===== config.mk =====
export PLATFORM = sky130hd
export DESIGN_NAME = inst_fetch
export DESIGN_NICKNAME = d
export VERILOG_FILES = /design/src/rtl/inst_fetch.sv
export SDC_FILE = /design/constraint.sdc
export NUM_CORES = 1
export LEC_CHECK = 0
export CAP_MARGIN = 20
export CORE_AREA = 10 10 129 160
export DETAILED_ROUTE_END_ITERATION = 16
export DIE_AREA = 0 0 139 170
export PLACE_DENSITY_LB_ADDON = 0.15
export REMOVE_ABC_BUFFERS = 1
export SETUP_SLACK_MARGIN = 0.05
export SYNTH_ARGS = -nofsm -noshare
export SYNTH_HDL_FRONTEND = slang
export SYNTH_SLANG_ARGS = --single-unit
export TNS_END_PERCENT = 20

===== constraint.sdc =====
create_clock -name clk -period 2.8 [get_ports clk]
set_input_delay 0.42 -clock clk [delete_from_list [all_inputs] [get_ports clk]]
set_output_delay 0.42 -clock clk [all_outputs]
set_load 0.05 [all_outputs]

===== src/rtl/inst_fetch.sv =====
// rtl/inst_fetch.sv - IF stage: PC, req/ack fetch, skid buffer, redirect squash, HALT stop; optional counters under IF_PERF_CNT_EN
module inst_fetch #(
    parameter logic [31:0] RESET_PC    = 32'h0000_0000,
    parameter logic [5:0]  HALT_OPCODE = 6'b010001,
    parameter logic [31:0] NOP_INST    = 32'hFC00_0000
) (
    input  logic        clk,
    input  logic        reset,
    output logic        imem_req,
    output logic [31:0] imem_addr,
    input  logic        imem_ack,
    input  logic [31:0] imem_rdata,
    input  logic        stall_in,
    input  logic        redirect_valid,
    input  logic [31:0] redirect_pc,
    output logic [31:0] inst_2_id,
    output logic [31:0] pc4_in_2_id,
    output logic        halted
`ifdef IF_PERF_CNT_EN
    ,
    output logic [31:0] perf_fetch_cnt,
    output logic [31:0] perf_bubble_cnt
`endif
);

    localparam logic [1:0] S_FETCH = 2'd0;
    localparam logic [1:0] S_HOLD  = 2'd1;
    localparam logic [1:0] S_DRAIN = 2'd2;
    localparam logic [1:0] S_HALT  = 2'd3;

    logic [1:0]  state;
    logic [31:0] pc;
    logic [31:0] drain_tgt;
    logic [31:0] skid_inst;
    logic [31:0] skid_pc4;
    logic [31:0] pc_plus4;
    logic [31:0] redirect_tgt;
    logic        load_nop;
    logic        load_fetch;
    logic        load_skid;
    logic [31:0] load_inst;
    logic        load_halt;

    // Request is gated by the reset pin so an outstanding fetch is abandoned the moment reset asserts
    always_comb begin
        imem_req  = reset && ((state == S_FETCH) || (state == S_DRAIN));
        imem_addr = pc;
        halted    = (state == S_HALT);
    end

    // Decide what the output register takes this cycle; redirect outranks everything including stall
    always_comb begin
        pc_plus4     = pc + 32'd4;
        redirect_tgt = {redirect_pc[31:2], 2'b00};
        load_fetch   = (state == S_FETCH) && imem_ack && !stall_in && !redirect_valid;
        load_skid    = (state == S_HOLD) && !stall_in && !redirect_valid;
        load_nop     = redirect_valid
                     || ((state == S_FETCH) && !imem_ack && !stall_in)
                     || ((state == S_DRAIN) && !stall_in);
        load_inst    = load_fetch ? imem_rdata : skid_inst;
        load_halt    = (load_fetch || load_skid) && (load_inst[31:26] == HALT_OPCODE);
    end

    // Output register seen by ID: bubble, fresh fetch, or the skid entry
    always_ff @(posedge clk or negedge reset) begin
        if (!reset) begin
            inst_2_id   <= NOP_INST;
            pc4_in_2_id <= 32'd0;
        end else if (load_nop) begin
            inst_2_id   <= NOP_INST;
        end else if (load_fetch) begin
            inst_2_id   <= imem_rdata;
            pc4_in_2_id <= pc_plus4;
        end else if (load_skid) begin
            inst_2_id   <= skid_inst;
            pc4_in_2_id <= skid_pc4;
        end
    end

    // Fetch FSM: pc is always the address on the bus, so a draining request keeps its old address
    always_ff @(posedge clk or negedge reset) begin
        if (!reset) begin
            state     <= S_FETCH;
            pc        <= {RESET_PC[31:2], 2'b00};
            drain_tgt <= 32'd0;
            skid_inst <= NOP_INST;
            skid_pc4  <= 32'd0;
        end else begin
            case (state)
                S_FETCH: begin
                    if (redirect_valid) begin
                        if (imem_ack) begin
                            pc <= redirect_tgt;
                        end else begin
                            drain_tgt <= redirect_tgt;
                            state     <= S_DRAIN;
                        end
                    end else if (imem_ack) begin
                        pc <= pc_plus4;
                        if (stall_in) begin
                            skid_inst <= imem_rdata;
                            skid_pc4  <= pc_plus4;
                            state     <= S_HOLD;
                        end else if (load_halt) begin
                            state <= S_HALT;
                        end
                    end
                end
                S_HOLD: begin
                    if (redirect_valid) begin
                        pc    <= redirect_tgt;
                        state <= S_FETCH;
                    end else if (!stall_in) begin
                        state <= load_halt ? S_HALT : S_FETCH;
                    end
                end
                S_DRAIN: begin
                    if (imem_ack) begin
                        pc    <= redirect_valid ? redirect_tgt : drain_tgt;
                        state <= S_FETCH;
                    end else if (redirect_valid) begin
                        drain_tgt <= redirect_tgt;
                    end
                end
                S_HALT: begin
                    if (redirect_valid) begin
                        pc    <= redirect_tgt;
                        state <= S_FETCH;
                    end
                end
                default: state <= S_FETCH;
            endcase
        end
    end

`ifdef IF_PERF_CNT_EN
    // Count accepted non-squashed responses and cycles where a bubble enters the output register
    always_ff @(posedge clk or negedge reset) begin
        if (!reset) begin
            perf_fetch_cnt  <= 32'd0;
            perf_bubble_cnt <= 32'd0;
        end else begin
            if ((state == S_FETCH) && imem_ack && !redirect_valid) begin
                perf_fetch_cnt <= perf_fetch_cnt + 32'd1;
            end
            if (load_nop) begin
                perf_bubble_cnt <= perf_bubble_cnt + 32'd1;
            end
        end
    end
`endif

endmodule


Word level (Yosys, flattened, before mapping)
Index checks and enable logic that the tools add are counted.
- bits of input ports: 69
- register bits: 194
- logic and storage cells: 80
- reductions and logical operators: 27
- equal/unequal tests: 15
- muxes and demuxes: 28
- $add $sub $neg: 1
- bitwise operators: 2
- operators by type and width (cell ; count):
    $mux W32 ; 15
    $pmux W32 S3 ; 1
    $pmux W32 S2 ; 1
    $add A32 B3 Y32 const B ; 1
    $mux W2 ; 10
    $ne A2 B2 Y1 const B ; 6
    $logic_and A1 B1 Y1 ; 10
    $ne A3 B3 Y1 const B ; 3
    $pmux W2 S4 ; 1
    $reduce_and A4 Y1 ; 2
    $eq A6 B5 Y1 const B ; 1
    $reduce_and A6 Y1 ; 1
    $eq A2 B2 Y1 const B ; 2
    $logic_or A1 B1 Y1 ; 4
    $ne A4 B4 Y1 const B ; 1
    $reduce_bool A2 Y1 ; 2
    $logic_not A1 Y1 ; 3
    $reduce_and A3 Y1 ; 1
    $reduce_bool A3 Y1 ; 1
    $eq A2 B1 Y1 const B ; 1
    $logic_not A2 Y1 ; 1
    $ne A2 B1 Y1 const B ; 1
    $not A1 Y1 ; 2
    $reduce_and A2 Y1 ; 1
    $reduce_or A2 Y1 ; 1

Depth between registers and ports, before layout
- depth after elaboration: 12
- gate-level depth with buffers: 9
- mapped depth without buffers: 6

Worst setup path before layout
OpenSTA, ideal clock, no wires.
- path kind: register -> register
- start point: reg pc[2] (netlist: imem_addr[2])
- end point: reg pc[26] (netlist: imem_addr[26])
- path slack: 414 ps
- arrival time: 2306 ps
- cell stages (with the launch flop): 8
- path buffers: 1
- setup time: 80 ps
- period minus slack after synthesis: 2386 ps
- cell sequence: dfrtp_1 ha_1 and3_1 buf_2 nand4_2 or4_1 a21oi_1 a2bb2oi_1
- cells in the longest elaborated chain, start to end: 4
- RTL lines (element ; RTL line ; text):
    start: declaration ; 32 ; logic [31:0] pc;
    start signal: assignment ; 84 ; pc <= {RESET_PC[31:2], 2'b00};
    start signal: assignment ; 93 ; pc <= redirect_tgt;
    start signal: assignment ; 99 ; pc <= pc_plus4;
    $add A32 B3 Y32 ; 53 ; pc_plus4 = pc + 32'd4;
    $mux W32 ; 98 ; end else if (imem_ack) begin
    $mux W32 ; 91 ; if (redirect_valid) begin
    $pmux W32 S3 ; 89 ; case (state)
No other way between the ends. The select of a mux whose other input is x is not followed.
A chain may end at the register's enable or synchronous reset.

Worst setup path after layout
- start point: reg pc[3] (netlist: imem_addr[3])
- end point: reg pc4_in_2_id[26]
- cells in the longest elaborated chain, start to end: 2
- RTL lines (element ; RTL line ; text):
    $add A32 B3 Y32 ; 53 ;
    $mux W32 ; 71 ; end else if (load_fetch) begin
    end signal: assignment ; 73 ; pc4_in_2_id <= pc_plus4;
    end signal: assignment ; 76 ; pc4_in_2_id <= skid_pc4;
    end: declaration ; 17 ; output logic [31:0] pc4_in_2_id,
No other way between the ends.

==> metrics list <==
* Data required time at the worst endpoint: ~3.1 ns
- The later pin in the worst-skew pair is clocked with a latency of ~0.44 ns.
* Final Worst Setup Slack: 0.432 ns
- Worst hold path class: primary input to async pin
- Of the total power, combinational logic draws 0.372.
* Clock Tree Buf Depth: 2
- Leak: 5.08 nW
* Post-synthesis cell count: 888
* Internal power component: 6.27 mW
* Most frequently used flop master after synthesis: sky130_fd_sc_hd__dfrtp_1
- The worst path in the final design needs a cycle of 2.37 ns, including I/O delays and setup.
* Synthesis-stage register bit count: 194
- In the final design database the tool counted 1115 nets.
- Largest cells by area after synthesis: sky130_fd_sc_hd__dfrtp_1 (50%), sky130_fd_sc_hd__mux2_2 (8.0%), sky130_fd_sc_hd__nand2_1 (5.0%)
- Core Region: ~0.017 mm^2
- Critical-path maximum fanout: 6
- Number of global-route vias before repair: approximately 7300
* Syn Area/Cell: ~10 um^2
- The routed design has 24.8 mm of wire.
- Number of routed nets with antenna violations: 0
- The count of buffers added on input and output ports is 164.
* Number of DRC violations after detailed-routing iteration 0: 432
* Slew margin rel.: 0.553
- Clock Tree Root: sky130_fd_sc_hd__clkbuf_16
- Dividing the final minimum period by the clock period gives 0.846.
* Via count: 7286
* CP bufs+invs: 0
- Netlist Area Pre-Place: 0.00914 mm^2
* Final setup TNS: 0 ns
- In the synthesized netlist the async set-or-reset flop fraction comes to 1.00.
- The die covers 0.0236 mm^2.
- Data arrival, critical path: around 2.7 ns
- Endpoints failing hold: 0
- Post-CTS timing repair inserted 0 buffers for setup.
- CP top delay family: simple AND/OR/NAND/NOR gates
- CP cell instances: ha_1, and3_1, nand4_2, nor4_1, xnor2_1, o21ai_0
- Diodes inserted: 0
* Synth Warn #: 0
- Clock-pin slew was measured on the worst setup and hold paths at around 0.070 ns.
- Of the post-synthesis cell area, the dominant cell type holds 0.498.
- The floorplan step set the die width to 139 um.
- Fraction of power spent switching nets: 0.396
- Worst vdd ir: 621 uV
- Total power consumption of the routed design: 10.4 mW
- Power spread over the standard cell area amounts to around 880 mW/mm^2.
- Starting utilization of the core area: 0.524
* Placed cell count: 1248
* Largest net degree at the start of global routing: 93
* Status: finished, final reports clean
- Layout cells sized above 1: 0.160
- Setup repair after global routing missed its margin: no
- Relative to the synthesized area, the layout overhead comes to 28.5%.
* Final instance count without filler cells: between 1000 and 1500
- For this run, the share of the core covered by cells in the final layout is 0.674.
- The initial antenna violation count came to 0.
- The H-tree generated during clock tree synthesis spans 4 levels.
- Placer's final routability congestion estimate: ~0.87
* Fmax: 422 MHz
* Switching power: 4.11 mW
* Wire length of the first global-routing pass: slightly above 40 mm
- Biggest area consumer among synthesized cells: sky130_fd_sc_hd__dfrtp_1
- For this run, the detailed router's first-pass iteration total came to 4.
- In this design, the stage delay of the slowest critical-path cell is 0.56 ns.
- Of the total power, registers draw 0.404.
* # setup viols final: 0
- Cell Area, Placed: ~0.011 mm^2
- Detailed Place HPWL: 17.3 mm
- The worst setup path is of the register to register kind.
* Type of destination of the critical path: register
- The final number of max-transition violations was 0.
- Remaining global-route overflow: 0
- Number of distinct library cells after synthesis: 54
- Between clock sinks in the finished design, the worst skew comes to 0.0109 ns.
- The share of total power dissipated in the clock network is 0.224.
* Hold slack final: 0.388 ns
* Number of vias per cell: 5.68
- Among all stages on the critical path, the largest delay is contributed by sky130_fd_sc_hd__nor4_1.
- Once layout is done, the placed cells without fillers occupy 0.0117 mm^2.
- 167 I/O pins were placed.
* Post-CTS resize count: 0
* Count of max-cap constraint violations: 0
- After detailed routing, the number of remaining DRC violations is 0.
- Buffers inserted during clock tree synthesis total 17.
- In the final routed layout, each cell accounts on average for just under 20 um.
- The share of the Yosys chip area taken by registers is 0.533.
- Clock tree sinks: about 190
* Dpl ws: 0.371 ns
* Tot GR Track Use: 0.209
* Count of flip-flops with a built-in enable after synthesis: 0
* Chip Height: between 150 and 200 um
* Clock tree from TritonCTS: yes
* Kind of start point of the critical path: register
* # rows: 54
- At the pin with the least slew margin, the transition time is roughly 0.67 ns.
registers in the layout (all words and copies together), names as in the netlist:
register / count
skid_inst: 32
state: 2
imem_addr: 32
skid_pc4: 32
drain_tgt: 32
inst_2_id: 32
pc4_in_2_id: 32
power by group through the flow:
stage / Sequential [mW] / Clock, mW / Combinational [mW]
6_report: 4.19 / 2.32 / 3.86
5_1_grt: 4.30 / 2.47 / 4.13
4_1_cts: 4.19 / 2.36 / 3.90
3_5_place_dp: 4.24 / 0 / 3.88
3_3_place_gp: 4.19 / 0 / 3.82
2_1_floorplan: 5.41 / 0 / 1.21
cells by family (layout without fill, tap and decap cells):
| kind of cell | after synthesis | after routing | synth area share |
|---|---|---|---|
| AO/OA/AOI/OAI | 242 | 242 | 0.155 |
| buffers and inverters | 74 | 244 | 0.0341 |
| multiplexers | 94 | 94 | 0.112 |
| adder cells (fa/ha/maj) | 1 | 1 | 0.00137 |
| flip-flops | 194 | 194 | 0.533 |
| AND/OR/NAND/NOR | 255 | 255 | 0.138 |
| XOR/XNOR | 28 | 28 | 0.0268 |
final cells by class:
cell class              instances  area [um^2]
clock inverters                12         95.1
clock buffers                  20          458
inverters                      11         41.3
flip-flops and latches        194         4870
repair buffers                201         2000
multi-input cells             620         4000
well taps                     224          280
fillers                      1445         5690
layout by cell type (no fill, tap or decap), types with 3 or more instances in the layout:
| cell type | instances |
|---|---|
| sky130_fd_sc_hd__buf_12 | 6 |
| sky130_fd_sc_hd__o21a_1 | 17 |
| sky130_fd_sc_hd__o22a_1 | 11 |
| sky130_fd_sc_hd__mux2_2 | 65 |
| sky130_fd_sc_hd__nor2b_1 | 7 |
| sky130_fd_sc_hd__inv_1 | 11 |
| sky130_fd_sc_hd__nand3_1 | 15 |
| sky130_fd_sc_hd__o22ai_1 | 13 |
| sky130_fd_sc_hd__and4_1 | 4 |
| sky130_fd_sc_hd__and3_1 | 9 |
| sky130_fd_sc_hd__clkbuf_16 | 18 |
| sky130_fd_sc_hd__nor3_2 | 4 |
| sky130_fd_sc_hd__a2bb2oi_1 | 3 |
| sky130_fd_sc_hd__a31oi_1 | 9 |
| sky130_fd_sc_hd__nor3_1 | 6 |
| sky130_fd_sc_hd__a21o_1 | 6 |
| sky130_fd_sc_hd__clkinv_4 | 4 |
| sky130_fd_sc_hd__dfrtp_1 | 182 |
| sky130_fd_sc_hd__a22oi_1 | 17 |
| sky130_fd_sc_hd__xor2_1 | 7 |
| sky130_fd_sc_hd__inv_6 | 3 |
| sky130_fd_sc_hd__or4_1 | 3 |
| sky130_fd_sc_hd__nor4_1 | 3 |
| sky130_fd_sc_hd__dfstp_2 | 12 |
| sky130_fd_sc_hd__clkdlybuf4s50_1 | 161 |
| sky130_fd_sc_hd__a21oi_1 | 60 |
| sky130_fd_sc_hd__o21ai_0 | 87 |
| sky130_fd_sc_hd__nand4_1 | 8 |
| sky130_fd_sc_hd__nand2_1 | 120 |
| sky130_fd_sc_hd__o21ai_1 | 9 |
| sky130_fd_sc_hd__mux2i_1 | 29 |
| sky130_fd_sc_hd__buf_4 | 31 |
| sky130_fd_sc_hd__nor4_2 | 3 |
| sky130_fd_sc_hd__xnor2_1 | 21 |
| sky130_fd_sc_hd__nor2_1 | 51 |
synthesized netlist by cell type, types with 16 or more instances:
cell type and instances:
sky130_fd_sc_hd__a21oi_1 60, sky130_fd_sc_hd__nand3_1 16, sky130_fd_sc_hd__dfrtp_1 182, sky130_fd_sc_hd__clkbuf_1 42, sky130_fd_sc_hd__mux2_2 65, sky130_fd_sc_hd__o21a_1 17, sky130_fd_sc_hd__nor2_1 52, sky130_fd_sc_hd__a22oi_1 17
sky130_fd_sc_hd__mux2i_1 29, sky130_fd_sc_hd__o21ai_0 87, sky130_fd_sc_hd__xnor2_1 21, sky130_fd_sc_hd__nand2_1 121
layer usage:
metal,GRT usage,up-vias,part of all wire
met1,0.265,3608,0.44
met4,0.0659,0,0.013
met3,0.0524,27,0.061
met5,0,-,0
li1,-,3451,-
met2,0.345,200,0.49
worst reg2reg max path: cells and delay by family (launching register included):
family,cells,cell delay (ns)
compound gates,1,0.11
fa+ha+maj,1,0.31
xor+xnor,1,0.20
flops,1,0.45
simple gates,3,1.18
timing repair:
item,in CTS,in global routing
endpoints found under the hold margin,4,0
hold buffers,1,0
setup endpoints to repair,0,0
worst paths after layout:
path	start	to	slack [ns]	cells after the start
setup / recovery	imem_addr[3]	pc4_in_2_id[26]	0.43	6
min in group clk	pc4_in_2_id[7]	pc4_in_2_id[7]	0.48	1
max in group asynchronous	reset	imem_addr[0]	1.59	3
hold reg to reg	pc4_in_2_id[7]	pc4_in_2_id[7]	0.48	1
hold / removal	reset	inst_2_id[12]	0.39	2
setup reg to reg	imem_addr[3]	pc4_in_2_id[26]	0.43	6
Note: power is estimated with default switching activity, not from simulation.
==> variant (same flow settings) <==
Change the parameter `NOP_INST` from 32'hFC00_0000 to 32'hBD000000.
--- a/src/rtl/inst_fetch.sv
+++ b/src/rtl/inst_fetch.sv
@@ -2,7 +2,7 @@
 module inst_fetch #(
     parameter logic [31:0] RESET_PC    = 32'h0000_0000,
     parameter logic [5:0]  HALT_OPCODE = 6'b010001,
-    parameter logic [31:0] NOP_INST    = 32'hFC00_0000
+    parameter logic [31:0] NOP_INST    = 32'hBD000000
 ) (
     input  logic        clk,
     input  logic        reset,
Behaviour: not the same (a bounded check fails within 4 cycles, from zero or initial values and one cycle with reset low).
==> variant against the original RTL <==
Die area did not move; sequential cell count did not move; total power fell by 0.20%; routed wire length fell by 2.4%; cell area fell by 0.11%; worst setup slack got worse by 0.038 ns; area after synthesis fell by 1.0%; sequential power barely moved; critical endpoint is now imem_addr[22]; largest cell class unchanged.
==> variant: results (changes against the original RTL) <==
| Metric | Value |
|---|---|
| DRT Wirelength | `24,190 um (was 24,790 um)` |
| Synth unique cells | `55 (was 54)` |
| Final nets | `1,111 (was 1,115)` |
| Gpl congestion | `0.8384 (was 0.8654)` |
| CTS root buf | `clkbuf_16 (unchanged)` |
| M3 GR Usage | `5.569% (was 5.235%)` |
| CP Launch Type | `register (unchanged)` |
| First-pass GRT wire length | `39,090 um (was 40,250 um)` |
| Initial antenna violation count | `0 (unchanged)` |
| Largest stage delay, worst path | `0.51 ns (was 0.56 ns)` |
| GR Layer Usage met1 | `25.75% (was 26.45%)` |
| DR WL met2 | `11,740 um (was 12,140 um)` |
| Register area share after synthesis | `53.82% (was 53.27%)` |
| DPL Wire Length | `16,720 um (was 17,270 um)` |
| Status | `completed (unchanged)` |
| Area after DPL | `11,160 sq um (was 11,170 sq um)` |
| Flop-to-flop setup slack | `0.39 ns (was 0.43 ns)` |
| Port Buffers | `164 (unchanged)` |
| Final cell count without fillers | `1,278 (was 1,282)` |
| Gr usage total | `20.22% (was 20.87%)` |
| Clk buf depth | `2 (unchanged)` |
| Worst slew margin | `49.50% (was 55.31%)` |
| Hold Crit Class | `input pin to async pin (unchanged)` |
| Vias per cell | `5.656 (was 5.683)` |
| Async SR Flop Fraction | `100.0% (unchanged)` |
| Number of global-route vias before repair | `7,280 (was 7,318)` |
| Worst clock skew | `0.01107 ns (was 0.01085 ns)` |
| Global Route met2 Usage | `33.42% (was 34.47%)` |
| Wire length on met3 | `1545 um (was 1516 um)` |
| Leakage | `5.058 nW (was 5.084 nW)` |
| Top post-synthesis cells by area | `dfrtp_1 50%, mux2_2 8.2%, o21ai_0 5.8% (was dfrtp_1 50%, mux2_2 8.0%, nand2_1 5.0%)` |
| Metal-1 WL | `10,590 um (was 10,810 um)` |
| Commonest cells post-synth | `182 x dfrtp_1, 126 x nand2_1, 104 x o21ai_0 (was 182 x dfrtp_1, 121 x nand2_1, 87 x o21ai_0)` |
| Worst VDD drop | `0.5915 mV (was 0.6211 mV)` |
| Pin count of the biggest net entering global routing | `129 (was 93)` |
| First drt pass iteration count | `4 (unchanged)` |
| Setup Buffers After CTS | `0 (unchanged)` |
| Ys Warns | `0 (unchanged)` |
| Fillers | `1,416 (was 1,445)` |
| Slowest cell on the critical path | `nor4_1 (unchanged)` |
| Mapped Avg Cell Area | `10.32 sq um (was 10.29 sq um)` |
| Layout cells sized above 1 | `16.03% (was 15.97%)` |
| DR iter-0 viols | `485 (was 432)` |
| Inst Count DP | `1,245 (was 1,248)` |
| Reg2Reg Capture Point | `imem_addr[22] (was pc4_in_2_id[26])` |
| Reg2reg start | `imem_addr[3] (unchanged)` |
| Post-CTS Resized | `0 (unchanged)` |
| Worst-Skew Late Latency | `0.43 ns` |
variant: cell count changes in the layout (fill, tap and decap cells not counted), moves of 5 or more:
cell	before	now
o21ai_0	87	104
o21ai_1	9	1
o22a_1	11	6
nand2_1	120	125
a21oi_1	60	47
o22ai_1	13	8
variant: cell type report:
class                      count  area, sq um  area share (%)
sequential                   194         4870           41.51
multi-input combinational    608         3916           33.38
timing repair buffer         205         2051           17.48
clock buffer                  19        432.9           3.690
tap                          224        280.3           2.389
clock inverter                13        126.4           1.077
inverter                      15        56.30          0.4799
variant: cell families (layout without fill, tap and decap cells):
logic type                 after synthesis  after routing  share of synthesized area [%]
adders and majority gates                1              1                         0.1383
DFF                                    194            194                          53.82
and+or+nand+nor                        244            244                          12.75
buffers and inverters                   75            252                          3.333
muxes                                   95             95                          11.42
xor gates and xnor gates                28             28                          2.710
AOI/OAI and AO/OA                      240            240                          15.82
variant: worst max-delay path by stage:
stage,to,slack (ns),depth (start not counted)
after floorplan,pc4_in_2_id[12],-0.84,5
after global placement,skid_inst[18],0.29,6
after detailed placement,skid_inst[12],0.27,6
after global routing,imem_addr[22],0.26,6
after CTS,imem_addr[22],0.41,6
final,imem_addr[22],0.39,6
variant: per-stage QoR:
stage	setup WS [ns]	hold WS (ns)
2_1_floorplan	-0.8443	0.1244
3_3_place_gp	0.2908	0.2594
3_5_place_dp	0.2700	0.2563
4_1_cts	0.4109	0.3572
5_1_grt	0.2587	0.3713
6_report	0.3936	0.3698
variant: worst max-delay path, delay by kind of cell (launching register included):
family | cells | cell delay (ns)
compound gates | 2 | 0.46
flops | 1 | 0.45
fa+ha+maj | 1 | 0.34
simple gates | 3 | 1.04
variant: where the power goes:
group	total [mW]	internal [mW]	switching, mW
clock	2.34	1.24	1.10
combinational	3.84	1.47	2.38
sequential	4.18	3.61	0.567
